**config.mk**
```make
export PLATFORM = sky130hd
export DESIGN_NAME = uart_reg_interface_flat
export DESIGN_NICKNAME = d
export VERILOG_FILES = /design/src/rtl/uart_reg_interface_if.sv /design/src/rtl/uart_reg_interface.sv /design/src/flat_wrapper.sv
export SDC_FILE = /design/constraint.sdc
export NUM_CORES = 1
export LEC_CHECK = 0
export ABC_CLOCK_PERIOD_IN_PS = 3000
export BUFFER_PORTS_ARGS = -buffer_cell sky130_fd_sc_hd__buf_2
export CAP_MARGIN = 20
export CORE_ASPECT_RATIO = 2
export CORE_MARGIN = 4
export CORE_UTILIZATION = 40
export DETAILED_ROUTE_END_ITERATION = 7
export PLACE_DENSITY = 0.66
export SETUP_SLACK_MARGIN = 0.4
export SLEW_MARGIN = 0
export SYNTH_ARGS = -nofsm -noshare
export SYNTH_HDL_FRONTEND = slang
export SYNTH_SLANG_ARGS = --single-unit
```
**constraint.sdc**
```tcl
create_clock -name clk -period 3 [get_ports clk]
set_clock_uncertainty 0.05 [all_clocks]
set_input_delay 0.3 -clock clk [delete_from_list [all_inputs] [get_ports clk]]
set_output_delay 0.3 -clock clk [all_outputs]
set_load 0.01 [all_outputs]
```
**src/rtl/uart_reg_interface_if.sv**
```systemverilog
// Register-bus interface between the host control FSM and the UART block.
//   wr_i       : write strobe, one access per cycle
//   reg_sel_i  : 0 = control register, 1 = data registers
//   addr_i     : data register select (0 = TX data, 1 = RX data)
//   entrada_i  : write data
//   salida_o   : combinational read data for the current selection
// master = host side, slave = UART side.
`timescale 1ns/1ps
interface uart_reg_interface_if;
  logic        wr_i;
  logic        reg_sel_i;
  logic        addr_i;
  logic [31:0] entrada_i;
  logic [31:0] salida_o;

  modport master (
    output wr_i, reg_sel_i, addr_i, entrada_i,
    input  salida_o
  );

  modport slave (
    input  wr_i, reg_sel_i, addr_i, entrada_i,
    output salida_o
  );
endinterface

```
**src/rtl/uart_reg_interface.sv**
```systemverilog
// Memory-mapped 8N1 UART (LSB first) with a control register and TX/RX
// data registers.
//   clk  : system clock
//   rst  : synchronous, active-high reset
//   bus  : register access port (uart_reg_interface_if.slave)
//   rx   : asynchronous serial input
//   tx   : serial output, idles high
// Control register: bit0 send/busy, bit1 new_rx, bit2 frame_err,
// bit3 overrun; bits 31:4 read 0. Status bits 1..3 are set by hardware
// and cleared by writing 0 to them; a hardware set beats a same-cycle
// software clear.
`timescale 1ns/1ps
module uart_reg_interface #(
  parameter int CLK_FREQ = 10_000_000,
  parameter int BAUD     = 9600
) (
  input  logic                 clk,
  input  logic                 rst,
  uart_reg_interface_if.slave  bus,
  input  logic                 rx,
  output logic                 tx
);
  // clock cycles per bit; must be at least 4
  localparam int DIV  = CLK_FREQ / BAUD;
  localparam int HALF = DIV / 2;
  localparam int CW   = $clog2(DIV + 1);
  localparam logic [CW-1:0] CNT_BIT  = CW'(DIV - 1);
  localparam logic [CW-1:0] CNT_HALF = CW'(HALF - 1);

  localparam logic [1:0] S_IDLE  = 2'd0;
  localparam logic [1:0] S_START = 2'd1;
  localparam logic [1:0] S_DATA  = 2'd2;
  localparam logic [1:0] S_STOP  = 2'd3;

  // register file
  logic        send;
  logic        new_rx;
  logic        frame_err;
  logic        overrun;
  logic [31:0] tx_data;
  logic [7:0]  rx_data;

  // TX datapath
  logic [1:0]    tx_state;
  logic [CW-1:0] tx_cnt;
  logic [2:0]    tx_bit;
  logic [7:0]    tx_shreg;
  logic          tx_q;

  // RX datapath
  logic          rx_meta;
  logic          rx_s;
  logic          rx_prev;
  logic [1:0]    rx_state;
  logic [CW-1:0] rx_cnt;
  logic [2:0]    rx_bit;
  logic [7:0]    rx_shreg;

  // bus decode
  logic       ctrl_wr;
  logic       txd_wr;
  logic       tx_start;
  logic       tx_done;
  logic       rx_stop_smp;
  logic       rx_ok;
  logic       rx_ferr;
  logic [3:1] keep;

  always_comb begin
    ctrl_wr     = bus.wr_i & ~bus.reg_sel_i;
    txd_wr      = bus.wr_i &  bus.reg_sel_i & ~bus.addr_i;
    tx_start    = ctrl_wr & bus.entrada_i[0] & ~send;
    tx_done     = (tx_state == S_STOP) && (tx_cnt == CNT_BIT);
    rx_stop_smp = (rx_state == S_STOP) && (rx_cnt == CNT_BIT);
    rx_ok       = rx_stop_smp &  rx_s;
    rx_ferr     = rx_stop_smp & ~rx_s;
    // a written 0 clears a status bit, a written 1 leaves it alone
    keep        = ctrl_wr ? bus.entrada_i[3:1] : 3'b111;
  end

  // ---------------------------------------------------------------------
  // control / data registers
  // ---------------------------------------------------------------------
  always_ff @(posedge clk) begin
    if (rst) begin
      send      <= 1'b0;
      new_rx    <= 1'b0;
      frame_err <= 1'b0;
      overrun   <= 1'b0;
      tx_data   <= '0;
      rx_data   <= '0;
    end else begin
      // start only from idle; a running frame cannot be aborted
      if (tx_start)     send <= 1'b1;
      else if (tx_done) send <= 1'b0;

      // overrun looks at new_rx before this edge's clear takes effect
      new_rx    <= (new_rx    & keep[1]) | rx_ok;
      frame_err <= (frame_err & keep[2]) | rx_ferr;
      overrun   <= (overrun   & keep[3]) | (rx_ok & new_rx);

      // the TX byte is frozen while a frame is in flight
      if (txd_wr && !send) tx_data <= bus.entrada_i;
      if (rx_ok)           rx_data <= rx_shreg;
    end
  end

  // ---------------------------------------------------------------------
  // TX: registered line so tx drops one cycle after the send write
  // ---------------------------------------------------------------------
  always_ff @(posedge clk) begin
    if (rst) begin
      tx_state <= S_IDLE;
      tx_cnt   <= '0;
      tx_bit   <= '0;
      tx_shreg <= '0;
      tx_q     <= 1'b1;
    end else begin
      case (tx_state)
        S_IDLE: begin
          if (tx_start) begin
            tx_state <= S_START;
            tx_cnt   <= '0;
            tx_shreg <= tx_data[7:0];
            tx_q     <= 1'b0;
          end
        end
        S_START: begin
          if (tx_cnt == CNT_BIT) begin
            tx_state <= S_DATA;
            tx_cnt   <= '0;
            tx_bit   <= '0;
            tx_q     <= tx_shreg[0];
            tx_shreg <= {1'b0, tx_shreg[7:1]};
          end else begin
            tx_cnt <= tx_cnt + 1'b1;
          end
        end
        S_DATA: begin
          if (tx_cnt == CNT_BIT) begin
            tx_cnt <= '0;
            if (tx_bit == 3'd7) begin
              tx_state <= S_STOP;
              tx_q     <= 1'b1;
            end else begin
              tx_bit   <= tx_bit + 1'b1;
              tx_q     <= tx_shreg[0];
              tx_shreg <= {1'b0, tx_shreg[7:1]};
            end
          end else begin
            tx_cnt <= tx_cnt + 1'b1;
          end
        end
        default: begin // S_STOP
          if (tx_cnt == CNT_BIT) begin
            tx_state <= S_IDLE;
            tx_cnt   <= '0;
          end else begin
            tx_cnt <= tx_cnt + 1'b1;
          end
        end
      endcase
    end
  end

  assign tx = tx_q;

  // ---------------------------------------------------------------------
  // RX: 2-flop synchronizer, then start-edge detect and mid-bit sampling
  // ---------------------------------------------------------------------
  always_ff @(posedge clk) begin
    if (rst) begin
      rx_meta <= 1'b1;
      rx_s    <= 1'b1;
      rx_prev <= 1'b1;
    end else begin
      rx_meta <= rx;
      rx_s    <= rx_meta;
      rx_prev <= rx_s;
    end
  end

  always_ff @(posedge clk) begin
    if (rst) begin
      rx_state <= S_IDLE;
      rx_cnt   <= '0;
      rx_bit   <= '0;
      rx_shreg <= '0;
    end else begin
      case (rx_state)
        S_IDLE: begin
          if (rx_prev && !rx_s) begin
            rx_state <= S_START;
            rx_cnt   <= '0;
          end
        end
        S_START: begin
          // half a bit in: still low means a real start bit, else a glitch
          if (rx_cnt == CNT_HALF) begin
            rx_cnt   <= '0;
            rx_bit   <= '0;
            rx_state <= rx_s ? S_IDLE : S_DATA;
          end else begin
            rx_cnt <= rx_cnt + 1'b1;
          end
        end
        S_DATA: begin
          if (rx_cnt == CNT_BIT) begin
            rx_cnt   <= '0;
            rx_shreg <= {rx_s, rx_shreg[7:1]};
            if (rx_bit == 3'd7) rx_state <= S_STOP;
            else                rx_bit   <= rx_bit + 1'b1;
          end else begin
            rx_cnt <= rx_cnt + 1'b1;
          end
        end
        default: begin // S_STOP: flags handled in the register block
          if (rx_cnt == CNT_BIT) begin
            rx_state <= S_IDLE;
            rx_cnt   <= '0;
          end else begin
            rx_cnt <= rx_cnt + 1'b1;
          end
        end
      endcase
    end
  end

  // ---------------------------------------------------------------------
  // read mux
  // ---------------------------------------------------------------------
  always_comb begin
    bus.salida_o = {28'd0, overrun, frame_err, new_rx, send};
    if (bus.reg_sel_i) begin
      if (bus.addr_i) bus.salida_o = {24'd0, rx_data};
      else            bus.salida_o = tx_data;
    end
  end

endmodule

```
**src/flat_wrapper.sv**
```systemverilog
// flat-port wrapper written by rule: the top's interface ports become plain ports
module uart_reg_interface_flat 
#(
  parameter int CLK_FREQ = 10_000_000,
  parameter int BAUD     = 9600
)
  (clk, rst, rx, tx, bus_wr_i, bus_reg_sel_i, bus_addr_i, bus_entrada_i, bus_salida_o);
  uart_reg_interface_if bus_i ();
  input  logic clk;
  input  logic rst;
  input  logic rx;
  output logic tx;
  input wire logic [$bits(bus_i.wr_i)-1:0] bus_wr_i;
  input wire logic [$bits(bus_i.reg_sel_i)-1:0] bus_reg_sel_i;
  input wire logic [$bits(bus_i.addr_i)-1:0] bus_addr_i;
  input wire logic [$bits(bus_i.entrada_i)-1:0] bus_entrada_i;
  output wire logic [$bits(bus_i.salida_o)-1:0] bus_salida_o;
  assign bus_i.wr_i = bus_wr_i;
  assign bus_i.reg_sel_i = bus_reg_sel_i;
  assign bus_i.addr_i = bus_addr_i;
  assign bus_i.entrada_i = bus_entrada_i;
  assign bus_salida_o = bus_i.salida_o;
  uart_reg_interface #(.CLK_FREQ(CLK_FREQ), .BAUD(BAUD)) u_core (.clk(clk), .rst(rst), .bus(bus_i), .rx(rx), .tx(tx));
endmodule
```
---- Word level (Yosys, flattened, before mapping) ----
Cells that the tools add are included.
W data, S select, Z words.
cells by class
  reduce and logical (&&, ||, !) cells .... 21
  bitwise operators ....................... 18
  muxes and demuxes ....................... 43
  eq/ne operators ......................... 21
  add/sub/neg operators ................... 4
operators with widths
  kind                     number
  $mux W11                 6
  $mux W32                 2
  $mux W8                  4
  $pmux W8 S3              1
  $add A11 B1 Y11 const B  2
  $eq A11 B11 Y1 const B   2
  $mux W2                  11
  $pmux W11 S2             1
  $mux W3                  7
  $ne A2 B1 Y1 const B     8
  $reduce_and A5 Y1        3
  $pmux W2 S3              2
  $pmux W3 S2              2
  $reduce_and A4 Y1        3
  $and A1 B1 Y1            11
  $eq A11 B10 Y1 const B   1
  $eq A2 B2 Y1 const B     4
  $reduce_bool A2 Y1       4
  $add A3 B1 Y3 const B    2
  $eq A3 B3 Y1 const B     2
  $mux W1                  6
  $reduce_bool A3 Y1       2
  $eq A2 B1 Y1 const B     2
  $logic_and A1 B1 Y1      4
  other kinds (7)          15
storage, ports and cells
  register bits ........................... 96
  output and inout bits ................... 33
  input port bits ......................... 38
  logic and storage cells ................. 125

---- Depth between registers and ports, before layout ----
  word-level depth ........................ 6
  mapped depth ............................ 7
  gate-level depth less buffers ........... 6

---- Least setup slack after synthesis ----
Ideal clock, no wire load.
  kind .................................... flip-flop to flip-flop
  start point ............................. register u_core.tx_state[0]
  end point ............................... register u_core.tx_shreg[4]
  slack ................................... 1.030 ns
  setup time .............................. 0.121 ns
  clock period less this slack ............ 1.970 ns
  required time ........................... 2.829 ns
  cell stages (with the launch flop) ...... 8
  path buffers ............................ 2
  arrival ................................. 1.799 ns
  cell sequence ........................... dfxtp_1 inv_1 ha_1 clkbuf_1 buf_1 mux2i_1 nor2_1 mux2_2
between the ends
  longest elaborated chain between the ends .. 3
  elaborated cells on any way between the ends .. 10
  classes of those cells .................. eq/ne (6); mux (1); reduce/logical (3)
RTL lines
  item                                                  RTL line                   text
  start: declaration                                    uart_reg_interface.sv:44   logic [1:0] tx_state;
  start signal: assignment                              uart_reg_interface.sv:113  tx_state <= S_IDLE;
  start signal: assignment                              uart_reg_interface.sv:122  tx_state <= S_START;
  start signal: assignment                              uart_reg_interface.sv:130  tx_state <= S_DATA;
  $eq A2 B2 Y1, or another cell as far along            uart_reg_interface.sv:119  case (tx_state)
  $ne A2 B2 Y1 (no line), or another cell as far along  -
  $reduce_and A5 Y1 (no line)                           -
  end signal: assignment                                uart_reg_interface.sv:124  tx_shreg <= tx_data[7:0];
  end signal: assignment                                uart_reg_interface.sv:134  tx_shreg <= {1'b0, tx_shreg[7:1]};
  end signal: assignment                                uart_reg_interface.sv:148  tx_shreg <= {1'b0, tx_shreg[7:1]};
  end: declaration                                      uart_reg_interface.sv:47   logic [7:0] tx_shreg;
Several ways; a longest one is shown, not always the timed one.
A chain may end at the register's enable or synchronous reset.

---- Final worst setup path ----
  start point ............................. register u_core.rx_state[0]
  end point ............................... register u_core.rx_bit[0]
between the ends
  longest elaborated chain between the ends .. 3
  elaborated cells on any way between the ends .. 8
  classes of those cells .................. eq/ne (5); mux (1); reduce/logical (2)
RTL lines
  item                                                  RTL line                   text
  start: declaration                                    uart_reg_interface.sv:54   logic [1:0] rx_state;
  start signal: assignment                              uart_reg_interface.sv:202  rx_state <= rx_s ? S_IDLE : S_DATA;
  $eq A2 B2 Y1 or $eq A2 B1 Y1 (tied branches)          uart_reg_interface.sv:190  case (rx_state)
  $ne A2 B2 Y1 (no line), or another cell as far along  -
  $reduce_and A4 Y1 (no line)                           -
  end signal: assignment                                uart_reg_interface.sv:212  else rx_bit <= rx_bit + 1'b1;
  end: declaration                                      uart_reg_interface.sv:56   logic [2:0] rx_bit;
Several ways; a longest one is shown, not always the timed one.

==> run_results.csv <==
group,metric,value,unit
yosys,syn_nets,615,
min_path,hp-start,"rx",
timing,setup_violations,0,
critical_path,slowest_delay,0.59,ns
global_routing,gr-usage-all-layers,17.2,%
critical_path,path_max_fanout,15,
global_routing,antenna_found_initial,0,
min_path,min_to,"u_core.rx_meta",
timing,tightest_slew,0.822,ns
critical_path,critPathRequiredTime,3.17,ns
route,wl_per_cell,14.9,um
die,core-area,11400,sq um
layout,area_growth,16.0,%
timing,tns,0,ns
status,status,"complete, no violations",
timing,maxSlewViolCount,0,
place,place_area,5080,sq um
critical_path,startpoint_type,"flop",
global_routing,grt_pass1_vias,4115,
die,die_h,160,um
critical_path,ff2ff_setup_slack,0.94,ns
timing,holdWs,0.0936,ns
yosys,synth-async-reset-ratio,0,%
yosys,synth_area,4640,sq um
route,viasPerCell,5.41,
critical_path,slowest_stage,"dfxtp_1",
critical_path,worst_setup_path_end_kind,"flop",
flow_run,cap_violations,0,
cts,ctsLongestPathBuffers,2,
die,start_util,40.9,%
place,hpwl,8.43,mm
layout,multiInputGateArea,2520,sq um
yosys,synth_top_family_by_area,"simple AND/OR/NAND/NOR gates",
cts,clkLatencyLatePin,0.34,ns
route,routed-via-count,4142,
yosys,synthCells,564,
critical_path,cp_cell_sequence,"nor4bb_1 -> or3b_1 -> a21oi_4 -> mux2_1",
cts,clock-sinks,96,
cts,cts-root-buf,"clkbuf_16",
yosys,synth_compound_area_share,16.7,%
global_routing,grt_remaining_overflow,0,
timing,fin_crit_sh,68.6,%
yosys,synth_fa_ha_area_share,3.50,%
yosys,synth_edf_count,0,
route,ant_nets,0,
global_routing,grt_max_degree,36,
critical_path,path_buf_inv,0,
power,p_per_area,556,nW/um^2
yosys,synthXorXnorAreaFrac,0.943,%
route,drcViolationCount,0,
route,drt_iter0_drc,168,
critical_path,r2r-end,"u_core.rx_bit[0]",
yosys,ys.flop_type,"dfxtp_1",
critical_path,rr_startpoint,"u_core.rx_state[0]",
timing,min_period,2.06,ns
route,firstDrtPassIters,4,
die,io_pins,71,
cts,cts_resized,0,
timing,rsz0062_at_grt,"no",
route,wl,11.4,mm
cts,clk_pin_slew,0.07,ns
yosys,ys_warn_count,0,
timing,max_slew_margin,44.7,%
cts,cts_setup_buffers,0,
yosys,synth-simple-area-share,26.8,%
layout,nets,669,
cts,htree_levels,3,
timing,hold_viol_final,0,
timing,max_freq,486,MHz
yosys,ys_types,56,
min_path,hold_depth,2,
cts,ctsHoldBuffers,0,
cts,numCtsBuffers,9,
die,die_area,13500,sq um
layout,nFillCells,1113,
critical_path,crit_type,"reg -> reg",
place,io_buffers,70,
global_routing,grt_pass1_wl,19.1,mm
die,die_width,84.2,um
layout,register_area,1920,sq um
critical_path,worstRegToRegCells,4,
power,ir_drop,0.000349,V
layout,final_area,5380,sq um
power,p_leak,2.10,nW
layout,drive_above_1_share,18.6,%
yosys,synth.mux.area_fraction,6.47,%
yosys,yosysSeqAreaShare,41.4,%
yosys,ys_seq_elements,96,
critical_path,critPathArrivalTime,2.23,ns
yosys,avgSynthCellArea,8.23,sq um
layout,antenna_cells,0,
critical_path,path_delay_family,"simple AND/OR/NAND/NOR gates",
cts,tritoncts,"done",
min_path,hold_path.class,"in -> reg",
place,globalplace.congestion,0.826,
die,fp-row-count,55,
## layout by cell type (no fill, tap or decap), types with 11 or more instances in the layout
| cell type | count |
|---|---|
| dfxtp_1 | 96 |
| nor2b_1 | 12 |
| mux2i_1 | 21 |
| a21oi_1 | 76 |
| nor2_1 | 32 |
| nand2_1 | 81 |
| buf_2 | 70 |
| ha_1 | 13 |
| and2_1 | 25 |
| nand3_1 | 28 |
| inv_1 | 11 |
| o21ai_0 | 32 |
## through the flow
step	util, %	setup slack [ns]	power, W	instances
5_1_grt	47.4	0.774	0.00313	765
4_1_cts	47.4	0.937	0.00302	765
3_3_place_gp	44.8	1.00	0.00186	749
6_report	47.4	0.943	0.00299	765
3_5_place_dp	44.8	0.945	0.00187	749
2_1_floorplan	-	1.03	0.00174	564
## worst max path at each step
stage / startpoint / end / slack, ns / cells after the start
floorplan: u_core.tx_state[0] / u_core.tx_shreg[4] / 1.03 / 7
global placement: u_core.rx_cnt[0] / u_core.rx_cnt[5] / 1.00 / 6
detailed placement: u_core.rx_cnt[0] / u_core.rx_cnt[10] / 0.94 / 6
CTS: u_core.rx_cnt[0] / u_core.rx_cnt[3] / 0.94 / 6
global route: u_core.rx_state[0] / u_core.rx_bit[0] / 0.77 / 4
finish: u_core.rx_state[0] / u_core.rx_bit[0] / 0.94 / 4
## synthesized netlist by cell type (all sizes together), types with 2 or more instances
master	number	area (sq um)
dfxtp	96	1920
nand2	81	304
a21oi	78	413
nor2	32	120
o21ai	32	160
nand3	28	140
and2	25	156
mux2i	21	210
buf	18	86.3
clkbuf	18	67.6
ha	13	163
nor2b	12	75.1
inv	11	41.3
a31oi	9	56.3
mux2	8	90.1
nand2b	7	43.8
nand4	7	43.8
or3	7	43.8
and3	5	32.5
nor3	5	25.0
o31ai	5	37.5
or2	5	31.3
and4bb	4	50.1
nand3b	4	30.0
xor2	4	35.0
a311oi	3	26.3
nand4b	3	26.3
nor4	3	40.0
or3b	2	17.5
## per-layer routing
metal | vias up | global-route usage [%] | wire, um
li1 | 2078 | - | -
met1 | 1944 | 17.5 | 4440
met2 | 101 | 32.8 | 6240
met3 | 19 | 3.80 | 452
met4 | 0 | 7.47 | 275
met5 | - | 0 | 0
## final cells by class
cell class / count / share of cell area [%]
Inverter: 11 / 0.767
Sequential cell: 96 / 35.7
Tap cell: 142 / 3.30
Clock buffer: 10 / 4.25
Timing Repair Buffer: 79 / 7.76
Multi-Input combinational cell: 421 / 46.9
Clock inverter: 6 / 1.30
## power breakdown
group / total, W / internal (W) / switching (W)
Clock: 0.00115 / 0.000649 / 0.000502
Sequential: 0.00136 / 0.00132 / 0.0000429
Combinational: 0.000481 / 0.000190 / 0.000291
## registers in the layout, indices dropped and copies added, names as in the netlist
register,flops
u_core.tx_cnt,11
u_core.rx_bit,3
u_core.tx_state,2
u_core.send,1
u_core.rx_cnt,11
u_core.overrun,1
u_core.rx_state,2
u_core.tx_data,32
u_core.tx_bit,3
u_core.rx_s,1
u_core.tx,1
u_core.rx_data,8
u_core.rx_shreg,8
u_core.tx_shreg,8
u_core.rx_meta,1
u_core.frame_err,1
u_core.new_rx,1
u_core.rx_prev,1
## logic make-up (layout without fill, tap and decap cells)
family / count (synthesis) / count (layout)
muxes: 29 / 29
and+or+nand+nor: 237 / 237
DFF: 96 / 96
adders and majority gates: 13 / 13
AOI/OAI and AO/OA: 137 / 137
xor gates and xnor gates: 5 / 5
buffers and inverters: 47 / 106
Power figures use the tool's default switching activity.
